### src/rtl/sum_sq_pkg.sv
// Shared definitions for the sum-of-squares radicand front end.
//   IN_W    : operand width; each operand multiply takes IN_W cycles
//   RAD_W   : radicand width presented to the sqrt stage
//   ACC_W   : accumulator width, wide enough for (2^IN_W-1)^2 * 2
//   RAD_MAX : largest radicand representable in RAD_W bits
//   CNT_W   : width of the per-operand bit counter
//   state_t : sequencing FSM states
package sum_sq_pkg;

  localparam int unsigned IN_W    = 4;
  localparam int unsigned RAD_W   = 8;
  localparam int unsigned ACC_W   = 2 * IN_W + 1;
  localparam int unsigned RAD_MAX = (1 << RAD_W) - 1;
  localparam int unsigned CNT_W   = (IN_W > 1) ? $clog2(IN_W) : 1;

  typedef enum logic [1:0] {
    IDLE  = 2'd0,
    MUL_X = 2'd1,
    MUL_Y = 2'd2,
    DONE  = 2'd3
  } state_t;

endpackage

### src/rtl/cla_add9.sv
// Combinational carry-lookahead adder, ACC_W bits wide (9 at defaults).
// Ports:
//   a, b : unsigned addends
//   sum  : a + b, truncated to ACC_W bits (carry-out is never needed
//          because the accumulator is sized to hold the largest x^2+y^2)
// Every carry is formed directly from generate/propagate terms of the
// lower bits, so no carry depends on another carry.
module cla_add9
  import sum_sq_pkg::*;
(
  input  logic [ACC_W-1:0] a,
  input  logic [ACC_W-1:0] b,
  output logic [ACC_W-1:0] sum
);

  logic [ACC_W-1:0] g;
  logic [ACC_W-1:0] p;
  logic [ACC_W:0]   c;

  assign g = a & b;
  assign p = a ^ b;

  // c[i+1] = g[i] | p[i]g[i-1] | p[i]p[i-1]g[i-2] | ... ; carry-in is 0
  always_comb begin
    logic prop;
    c = '0;
    for (int unsigned i = 0; i < ACC_W; i++) begin
      c[i+1] = g[i];
      prop   = p[i];
      for (int unsigned k = 1; k <= i; k++) begin
        c[i+1] = c[i+1] | (prop & g[i-k]);
        prop   = prop & p[i-k];
      end
    end
  end

  assign sum = p ^ c[ACC_W-1:0];

endmodule

### src/rtl/sum_sq_feeder.sv
// Sequential x^2 + y^2 front end for the integer square-root stage.
// Each operand is squared by shift-and-add through one shared
// carry-lookahead adder (IN_W cycles per operand), then the radicand is
// held with a level out_valid until the consumer acknowledges it.
// Ports:
//   clk       : rising-edge clock
//   reset     : asynchronous active-low reset
//   in_valid  : operand pair present        in_ready  : block idle, can accept
//   x, y      : unsigned operands (IN_W)
//   out_valid : radicand valid (sqrt enable) out_ready : consumer acknowledge
//   radicand  : x^2 + y^2 (RAD_W)           overflow  : true sum > RAD_MAX
// Build option: define SUMSQ_SAT_EN to saturate the radicand to all ones
// on overflow; otherwise the radicand wraps modulo 2^RAD_W.
module sum_sq_feeder
  import sum_sq_pkg::*;
(
  input  logic             clk,
  input  logic             reset,
  input  logic             in_valid,
  output logic             in_ready,
  input  logic [IN_W-1:0]  x,
  input  logic [IN_W-1:0]  y,
  output logic             out_valid,
  input  logic             out_ready,
  output logic [RAD_W-1:0] radicand,
  output logic             overflow
);

  state_t state;
  state_t state_next;

  logic [IN_W-1:0]  x_q;
  logic [IN_W-1:0]  y_q;
  logic [ACC_W-1:0] acc;
  logic [CNT_W-1:0] cnt;

  logic [IN_W-1:0]  operand;
  logic [ACC_W-1:0] addend;
  logic [ACC_W-1:0] acc_sum;
  logic             last_bit;
  logic             sum_ovf;
  logic [RAD_W-1:0] sum_rad;

  assign last_bit = (cnt == CNT_W'(IN_W - 1));
  assign in_ready = (state == IDLE);

  // Partial product for the current bit of the operand being squared
  always_comb begin
    operand = (state == MUL_Y) ? y_q : x_q;
    addend  = '0;
    if ((state == MUL_X || state == MUL_Y) && operand[cnt])
      addend = ACC_W'(operand) << cnt;
  end

  cla_add9 u_add (
    .a   (acc),
    .b   (addend),
    .sum (acc_sum)
  );

  // Output value is formed from the final adder result so the radicand
  // is registered on the same edge as the last accumulation.
  assign sum_ovf = |acc_sum[ACC_W-1:RAD_W];
`ifdef SUMSQ_SAT_EN
  assign sum_rad = sum_ovf ? '1 : acc_sum[RAD_W-1:0];
`else
  assign sum_rad = acc_sum[RAD_W-1:0];
`endif

  always_ff @(posedge clk or negedge reset) begin
    if (!reset) state <= IDLE;
    else        state <= state_next;
  end

  always_comb begin
    state_next = state;
    unique case (state)
      IDLE:  if (in_valid)  state_next = MUL_X;
      MUL_X: if (last_bit)  state_next = MUL_Y;
      MUL_Y: if (last_bit)  state_next = DONE;
      DONE:  if (out_ready) state_next = IDLE;
      default:              state_next = IDLE;
    endcase
  end

  always_ff @(posedge clk or negedge reset) begin
    if (!reset) begin
      x_q       <= '0;
      y_q       <= '0;
      acc       <= '0;
      cnt       <= '0;
      radicand  <= '0;
      overflow  <= 1'b0;
      out_valid <= 1'b0;
    end else begin
      unique case (state)
        IDLE: begin
          if (in_valid) begin
            x_q <= x;
            y_q <= y;
            acc <= '0;
            cnt <= '0;
          end
        end
        MUL_X: begin
          acc <= acc_sum;
          cnt <= last_bit ? '0 : cnt + 1'b1;
        end
        MUL_Y: begin
          acc <= acc_sum;
          cnt <= last_bit ? '0 : cnt + 1'b1;
          if (last_bit) begin
            radicand  <= sum_rad;
            overflow  <= sum_ovf;
            out_valid <= 1'b1;
          end
        end
        DONE: begin
          if (out_ready) out_valid <= 1'b0;
        end
        default: ;
      endcase
    end
  end

endmodule

### config.mk
export PLATFORM = sky130hd
export DESIGN_NAME = sum_sq_feeder
export DESIGN_NICKNAME = d
export VERILOG_FILES = /design/src/rtl/sum_sq_pkg.sv /design/src/rtl/cla_add9.sv /design/src/rtl/sum_sq_feeder.sv
export SDC_FILE = /design/constraint.sdc
export NUM_CORES = 1
export LEC_CHECK = 0
export CAP_MARGIN = 10
export CORE_ASPECT_RATIO = 0.9
export CORE_MARGIN = 2
export CORE_UTILIZATION = 54
export DETAILED_ROUTE_END_ITERATION = 12
export PLACE_DENSITY = 0.8
export REMOVE_ABC_BUFFERS = 1
export SYNTH_ARGS = -nofsm -noshare
export SYNTH_HDL_FRONTEND = slang
export SYNTH_SLANG_ARGS = --single-unit
### constraint.sdc
create_clock -name clk -period 3.7 [get_ports clk]
set_input_delay 0.555 -clock clk [delete_from_list [all_inputs] [get_ports clk]]
set_output_delay 0.555 -clock clk [all_outputs]
set_load 0.02 [all_outputs]
==> results of run 1 <==
-- worst paths after layout --
| check | startpoint | to | depth (start not counted) |
|---|---|---|---|
| hold reg to reg | radicand[3] | radicand[3] | 2 |
| setup / recovery | state[0] | acc[7] | 13 |
| max in group asynchronous | reset | state[1] | 2 |
| hold / removal | radicand[3] | radicand[3] | 2 |
| setup reg to reg | state[0] | acc[7] | 13 |
| min in group asynchronous | reset | radicand[3] | 2 |
-- cells by family after synthesis --
logic type,after synthesis,synth area share
and+or+nand+nor,46,0.128
AOI/OAI and AO/OA,38,0.160
DFF,31,0.440
muxes,20,0.131
adders and majority gates,13,0.0965
buffers and inverters,11,0.0241
xor gates and xnor gates,4,0.0199
-- report_power, final --
| group | internal, mW | switching, mW |
|---|---|---|
| Combinational | 0.475 | 0.537 |
| Clock | 0.0879 | 0.117 |
| Sequential | 0.473 | 0.0994 |
-- repair_timing --
| item | in CTS | in global routing |
|---|---|---|
| setup buffers | 0 | 0 |
| setup endpoints to repair | 0 | 4 |
| endpoints found under the hold margin | 0 | 0 |
| resized for setup | 0 | 2 |
-- per-layer routing --
metal	up-vias	wire length (um)	share of wire
met3	8	101	0.030
met1	635	1550	0.46
met5	-	0	0
met2	19	1680	0.49
li1	640	-	-
met4	0	68	0.020
-- placed cells by master (no fill, tap or decap), types with 2 or more instances in the layout --
cell                               n
sky130_fd_sc_hd__dfrtp_1          31
sky130_fd_sc_hd__clkdlybuf4s50_1  22
sky130_fd_sc_hd__nand2_1          21
sky130_fd_sc_hd__mux2_2           15
sky130_fd_sc_hd__ha_1             11
sky130_fd_sc_hd__nor2_1            9
sky130_fd_sc_hd__a22o_1            7
sky130_fd_sc_hd__o21ai_0           6
sky130_fd_sc_hd__inv_1             5
sky130_fd_sc_hd__a21oi_1           5
sky130_fd_sc_hd__clkbuf_4          5
sky130_fd_sc_hd__mux2i_1           4
sky130_fd_sc_hd__nor3_1            3
sky130_fd_sc_hd__o31ai_1           3
sky130_fd_sc_hd__buf_4             3
sky130_fd_sc_hd__nor4b_1           2
sky130_fd_sc_hd__nand2b_1          2
sky130_fd_sc_hd__and2_1            2
sky130_fd_sc_hd__o211ai_1          2
sky130_fd_sc_hd__nor2b_1           2
sky130_fd_sc_hd__o21ai_1           2
sky130_fd_sc_hd__xnor2_1           2
sky130_fd_sc_hd__o21bai_1          2
sky130_fd_sc_hd__xor2_1            2
-- stage by stage --
stage | power, mW | std cells | setup WS (ps)
floorplan | 1.29 | 157 | 273
global placement | 1.54 | 224 | 286
detailed placement | 1.58 | 224 | 88.8
CTS | 1.79 | 231 | 67.1
global route | 1.96 | 231 | 23.3
finish | 1.79 | 231 | 267
-- flip-flops by register name, summed over array words and instances (netlist names) --
signal     flops
x_q            4
radicand       8
overflow       1
acc            9
cnt            2
y_q            4
out_valid      1
state          2
-- worst max-delay path: stages, from the launching register on --
cell and delay, ps:
sky130_fd_sc_hd__dfrtp_1 420, sky130_fd_sc_hd__inv_1 100, sky130_fd_sc_hd__ha_2 320, sky130_fd_sc_hd__mux4_2 320
sky130_fd_sc_hd__and2_1 170, sky130_fd_sc_hd__a31o_2 210, sky130_fd_sc_hd__nand2_1 130, sky130_fd_sc_hd__nor4b_2 70
sky130_fd_sc_hd__ha_1 330, sky130_fd_sc_hd__a211oi_4 260, sky130_fd_sc_hd__nor3_2 100, sky130_fd_sc_hd__o31a_1 330
sky130_fd_sc_hd__or4b_1 500, sky130_fd_sc_hd__o211ai_1 90
-- cell type report --
cell class / count / area (sq um) / share of cell area
multi-input cells: 121 / 953 / 0.454
flip-flops and latches: 31 / 776 / 0.369
repair buffers: 25 / 243 / 0.116
well taps: 42 / 52.6 / 0.0250
clock buffers: 6 / 51.3 / 0.0244
inverters: 5 / 18.8 / 0.00894
clock inverters: 1 / 5.00 / 0.00238
==> results summary, run 1 <==
After floorplanning, the core was divided into 19 placement rows. The ratio of final minimum period to clock period is 0.928. In the synthesized netlist, the number of instances is roughly 160. The summed negative setup slack over all endpoints came out at 0 ps. The post-route standard cell area excluding fillers came out at approximately 0.0021 sq mm. Synthesis inferred 31 register bits. The min-delay analysis places its worst path in the category reg -> reg. After synthesis, the cell types taking the most area are sky130_fd_sc_hd__dfrtp_1 44%, sky130_fd_sc_hd__mux2_2 9.6%, sky130_fd_sc_hd__ha_1 8.5%, sky130_fd_sc_hd__nand2_1 4.5%, sky130_fd_sc_hd__a22o_1 3.5%. The run finished with clean final reports.

The biggest area contributor in the post-synthesis netlist is sky130_fd_sc_hd__dfrtp_1. The count of antenna-violating nets left after detailed routing came out at 0. The total power density per cell area came out at between 800 and 900 mW/mm^2. The post-synthesis average cell area is 10.8 sq um. The post-detailed-route via-to-cell ratio is 5.64. The synthesized netlist occupies a cell area of between 0.0015 and 0.002 sq mm.

The commonest cells after synthesis are 31 x sky130_fd_sc_hd__dfrtp_1, 21 x sky130_fd_sc_hd__nand2_1, 15 x sky130_fd_sc_hd__mux2_2. The number of port buffers is 22. The post-detailed-route wirelength per cell came out at ~15 um.

The first global-routing pass estimated 6000 um of wire. The relative slew slack is 0.342. The upper clock frequency limit is approximately 0.3 GHz. The number of optimization iterations in the first detailed-route pass came out at 4. At the worst endpoint, the arrival time is between 3000 and 4000 ps.

The maximum root-to-sink buffer count is 2. The die covers between 0.003 and 0.004 sq mm. By startpoint and endpoint, the worst setup path is classified as reg -> reg. The final setup violation count is 0. The clock tree synthesis step divided the H-tree into 2 levels. The highest fanout seen on the critical path came out at 10.

The worst-case vdd ir drop is about 0.45 mV. The most frequent cell after synthesis is sky130_fd_sc_hd__dfrtp_1. The post-detailed-route DRC marker count is 0. Summed over all nets, the half-perimeter wirelength after detailed placement is 2560 um. The area of the core is slightly above 0.003 sq mm.

After clock tree synthesis, the flow added hold-fix buffers numbering 0. The largest net degree at the start of global routing is 32. The initial antenna violation count is 0. The number of global-route vias before repair came out at between 1000 and 1500. The clock reaches the later pin of the worst-skew pair after about 340 ps.

The clock-pin slew of the registers on the worst-case setup and hold paths came out at ~100 ps. The y dimension of the die is ~58 um. The synthesis-to-layout area growth came out at 19.1%. The number of fill cells in the layout came out at approximately 240. The sequential-to-total area share from yosys stat is 0.440. The global router's overall resource usage is 0.217. The worst path in the final design needs a cycle of 3430 ps, including I/O delays and setup. The placer congestion estimate came out at between 0.8 and 0.9. The initial cell density of the core is 0.570.

The total number of yosys warnings is 0. The worst-case hold slack came out at between 400 and 500 ps. The met1 track utilization from global routing is 0.284. The final route contains approximately 1300 vias. The distinct cell type count after synthesis came out at 40. The total clock sinks came out at 31. The TritonCTS buffer count is 5. The number of design-rule violations left by the first detailed-router iteration came out at 87.

Setup repair after global routing left no endpoint under its margin. The worst setup path is captured at a flop. The worst setup skew after layout is 9.06 ps.

The net count of the finished layout is between 200 and 250. Wires add up to around 3400 um. The fraction of final layout cells with drive strength greater than 1 came out at 0.169. The post-synthesis async set-or-reset flop share came out at 1.00.

The endpoint required time on the critical path is between 3000 and 4000 ps. At the pin with the least slew margin, the transition time is just under 1000 ps. The number of antenna diodes in the final layout is 0. In the global route stage, met2 resource usage came out at 0.348. The register-to-register setup slack came out at 270 ps. The layer carrying the most global-route usage is met2.

Once layout is complete, the utilization of the core stands at 0.679. The chip width came out at between 60 and 70 um. In this run the clock root is driven by a sky130_fd_sc_hd__clkbuf_4. The met3 routing resource usage after global routing is 0.0524.

The cell leakage power came out at roughly 0.93 nW. TritonCTS built the clock tree. The standard cell area after detailed placement is approximately 0.0020 sq mm. The number of max-cap violations came out at 0. The number of hold violations in the final report is 0.

The number of enable-type register cells in the synthesized netlist came out at 0. The number of max-slew violations in the final report is 0. The final global-route overflow total came out at 0. The launching element type of the critical path is a flop. The most common flop cell mapped by yosys is sky130_fd_sc_hd__dfrtp_1. The number of primary I/O pins is 23. The share of synthesized area in the top cell type comes to 0.440.
No activity file was read; power rests on OpenSTA's default activity.
==> inputs of run 2 (changes only) <==
Settings changed: CORE_UTILIZATION 54 to 49, PLACE_DENSITY 0.8 to 0.77.
Clock period 3.7 ns to 2.7 ns, I/O delays scaled along.
==> run 2 against run 1 <==
  * Wire length grew 30%
  * Largest power group unchanged
  * Register-to-register slack got worse by 660 ps
  * Die area is 9.5% higher
  * The flow now finishes with violations (negative setup slack)
  * Largest cell class unchanged
  * Highest routed layer unchanged
==> results summary, run 2 (synthesis results as in run 1) <==
The routed metal-1 wirelength came out at 1870 um. The largest stage delay on the critical path is 520 ps. The upper clock frequency limit is roughly 0.32 GHz. The number of flip-flops under the largest register name is 9. The sum of routed wire length over all layers came out at between 4000 and 5000 um. The number of optimization iterations in the first detailed-route pass is 5. The number of inserted diodes is 0.

The post-detailed-route via-to-cell ratio is ~5.6. The number of max-slew violations in the final report came out at 0. The filler cells instantiated in the layout total 236.

The area of the core is between 0.003 and 0.004 sq mm. The routed wire length on met2 came out at about 2300 um. The fraction of final layout cells with drive strength greater than 1 is 0.362. The post-detailed-route DRC marker count is 0. The worst setup skew after layout came out at slightly below 6 ps. The number of buffers and inverters on the critical path is 3. The number of port buffers is 22. The number of primary I/O pins is 23. The y dimension of the die came out at around 60 um. The number of H-tree levels came out at 2. The endpoint required time on the critical path came out at 2900 ps. The TritonCTS buffer count came out at 5. The flow ran to the end, but the final reports show violations. The cell sitting at the root of the clock tree is a sky130_fd_sc_hd__clkbuf_8. The critical path goes through inv_2 > ha_4 > buf_4 > mux2_4 > inv_1 > a21boi_1 > a21oi_1 > nor2_1 > ha_1 > o21ai_2 > nor3_2 > o31a_1 > or4b_1 > o211ai_1.

The relative slew slack is 0.640. The ratio of final minimum period to clock period is 1.14. The count of antenna-violating nets left after detailed routing came out at 0.

The checks that failed: negative setup slack. In the layout the commonest cells are 34 x sky130_fd_sc_hd__buf_4, 31 x sky130_fd_sc_hd__dfrtp_1, 22 x sky130_fd_sc_hd__clkdlybuf4s50_1. Counting flops per register, the top entry is acc. The finished layout holds 268 standard cells, fillers aside.

Once layout is complete, the utilization of the core stands at 0.746. The initial antenna violation count is 0. In this run the worst setup path begins at state[0]. The library cell used most frequently in the layout, excluding fill and tap cells, is sky130_fd_sc_hd__buf_4. The maximum root-to-sink buffer count is 2. The final global-route overflow total is 0.

The via count came out at 1488. The startpoint identified for the worst register-to-register timing path is state[0]. The smallest setup slack after layout came out at -389 ps.

The worst setup path is captured at a flop. The initial cell density of the core came out at 0.518. Compared with the post-synthesis result, the final layout area differs by 43.9%. The number of max-cap violations is 0.

The cts-stage hold buffer count came out at 0. Summed over all cells, the static leakage comes to roughly 1.2 nW. The critical path is of the reg -> reg type.

The actual slew at the worst max-slew pin came out at roughly 540 ps. The final setup violation count is 10. The largest registers in the layout are acc (9), radicand (8). The worst-case vdd ir drop came out at 0.677 mV. The path class of the tightest hold or removal check is reg -> reg. The worst hold path begins at overflow. The placer congestion estimate came out at about 0.86. The largest net degree at the start of global routing came out at 32.

The kind of cell with the highest combined delay along the critical path is compound AO/OA/AOI/OAI gates. The total power density per cell area is between 1000 and 1500 mW/mm^2. Setup repair after global routing could not meet its margin everywhere. The HPWL reported at the end of detailed placement came out at around 2900 um. The final period demand of the worst path is 3090 ps. The number of design-rule violations left by the first detailed-router iteration came out at between 80 and 90. The launching element type of the critical path is a flop. The data arrival at the endpoint of the critical path came out at about 3300 ps. The clock tree from TritonCTS is yes. The first-pass GRT wire length is approximately 6500 um. The pre-CTS setup slack came out at -572 ps. In this run, placement finished with an instance count of around 250. The standard cell area after detailed placement came out at 0.00223 sq mm. The number of nets at the end of the flow is between 200 and 250. The clock latency on the worst-skew pair is about 280 ps. The highest fanout seen on the critical path is 5. The cell with the largest stage delay on the worst path is sky130_fd_sc_hd__or4b_1.

The global router's overall resource usage came out at 0.220. The total clock sinks came out at 31. The chip width is around 67 um. After detailed routing, no signal wire sits above met4. The number of placement rows came out at 20. The number of global-route vias before repair came to roughly 1400. Clock-pin slew was measured on the worst setup and hold paths at ~60 ps. The number of hold violations in the final report is 0.

The die covers about 0.0041 sq mm. The met3 wire length came out at 196 um. The post-detailed-route wirelength per cell is between 15 and 20 um. The post-route standard cell area excluding fillers came out at 0.00254 sq mm.
[run 2: metal layers]
| metal | up-vias | track usage |
|---|---|---|
| met4 | 0 | 0.105 |
| met1 | 745 | 0.257 |
| met5 | - | 0 |
| met2 | 28 | 0.376 |
| met3 | 4 | 0.0649 |
| li1 | 711 | - |
[run 2: through the flow]
step | hold slack [ps] | setup TNS (ps) | power (mW)
detailed placement | 483 | -4290 | 2.46
global placement | 463 | -3200 | 2.38
global route | 521 | -4020 | 3.51
floorplan | 109 | -4620 | 1.77
CTS | 499 | -2070 | 3.00
finish | 494 | -2510 | 3.30
[run 2: what timing repair did]
action                                 in CTS  in global routing
endpoints found under the hold margin       0                  0
buffers inserted                            3                  5
gates resized for setup                    12                 21
setup endpoints to repair                  12                 12
pin swaps                                  15                 12
[run 2: final timing paths]
check / slack (ps) / endpoint / depth (start not counted)
min in group asynchronous: 510 / acc[4] / 2
max in group asynchronous: 1900 / y_q[1] / 2
setup reg to reg: -390 / acc[7] / 14
setup / recovery: -390 / acc[7] / 14
hold / removal: 490 / overflow / 2
hold reg to reg: 490 / overflow / 2
[run 2: area by class of cell]
cell class | count | area (sq um) | area share
sequential | 31 | 776 | 0.306
inverter | 5 | 18.8 | 0.00740
timing repair buffer | 59 | 509 | 0.201
tap | 44 | 55.1 | 0.0217
clock buffer | 8 | 100 | 0.0394
multi-input combinational | 121 | 1080 | 0.425
[run 2: worst register-to-register path, delay by kind of cell (launching register included)]
family | cells | cell delay, ps
adders and majority gates | 2 | 500
and+or+nand+nor | 3 | 670
buffers and inverters | 3 | 300
muxes | 1 | 310
DFF | 1 | 390
AOI/OAI and AO/OA | 5 | 840
[run 2: where the power goes]
part / internal [mW] / total (mW) / switching, mW
registers: 0.651 / 0.786 / 0.136
clock network: 0.232 / 0.397 / 0.165
logic: 1.10 / 2.12 / 1.02
==> inputs of run 3 (changes only) <==
Settings changed: CAP_MARGIN 10 to 20.
==> results of run 3 <==
The final DEF is identical to that of run 2; final timing and power are the same.
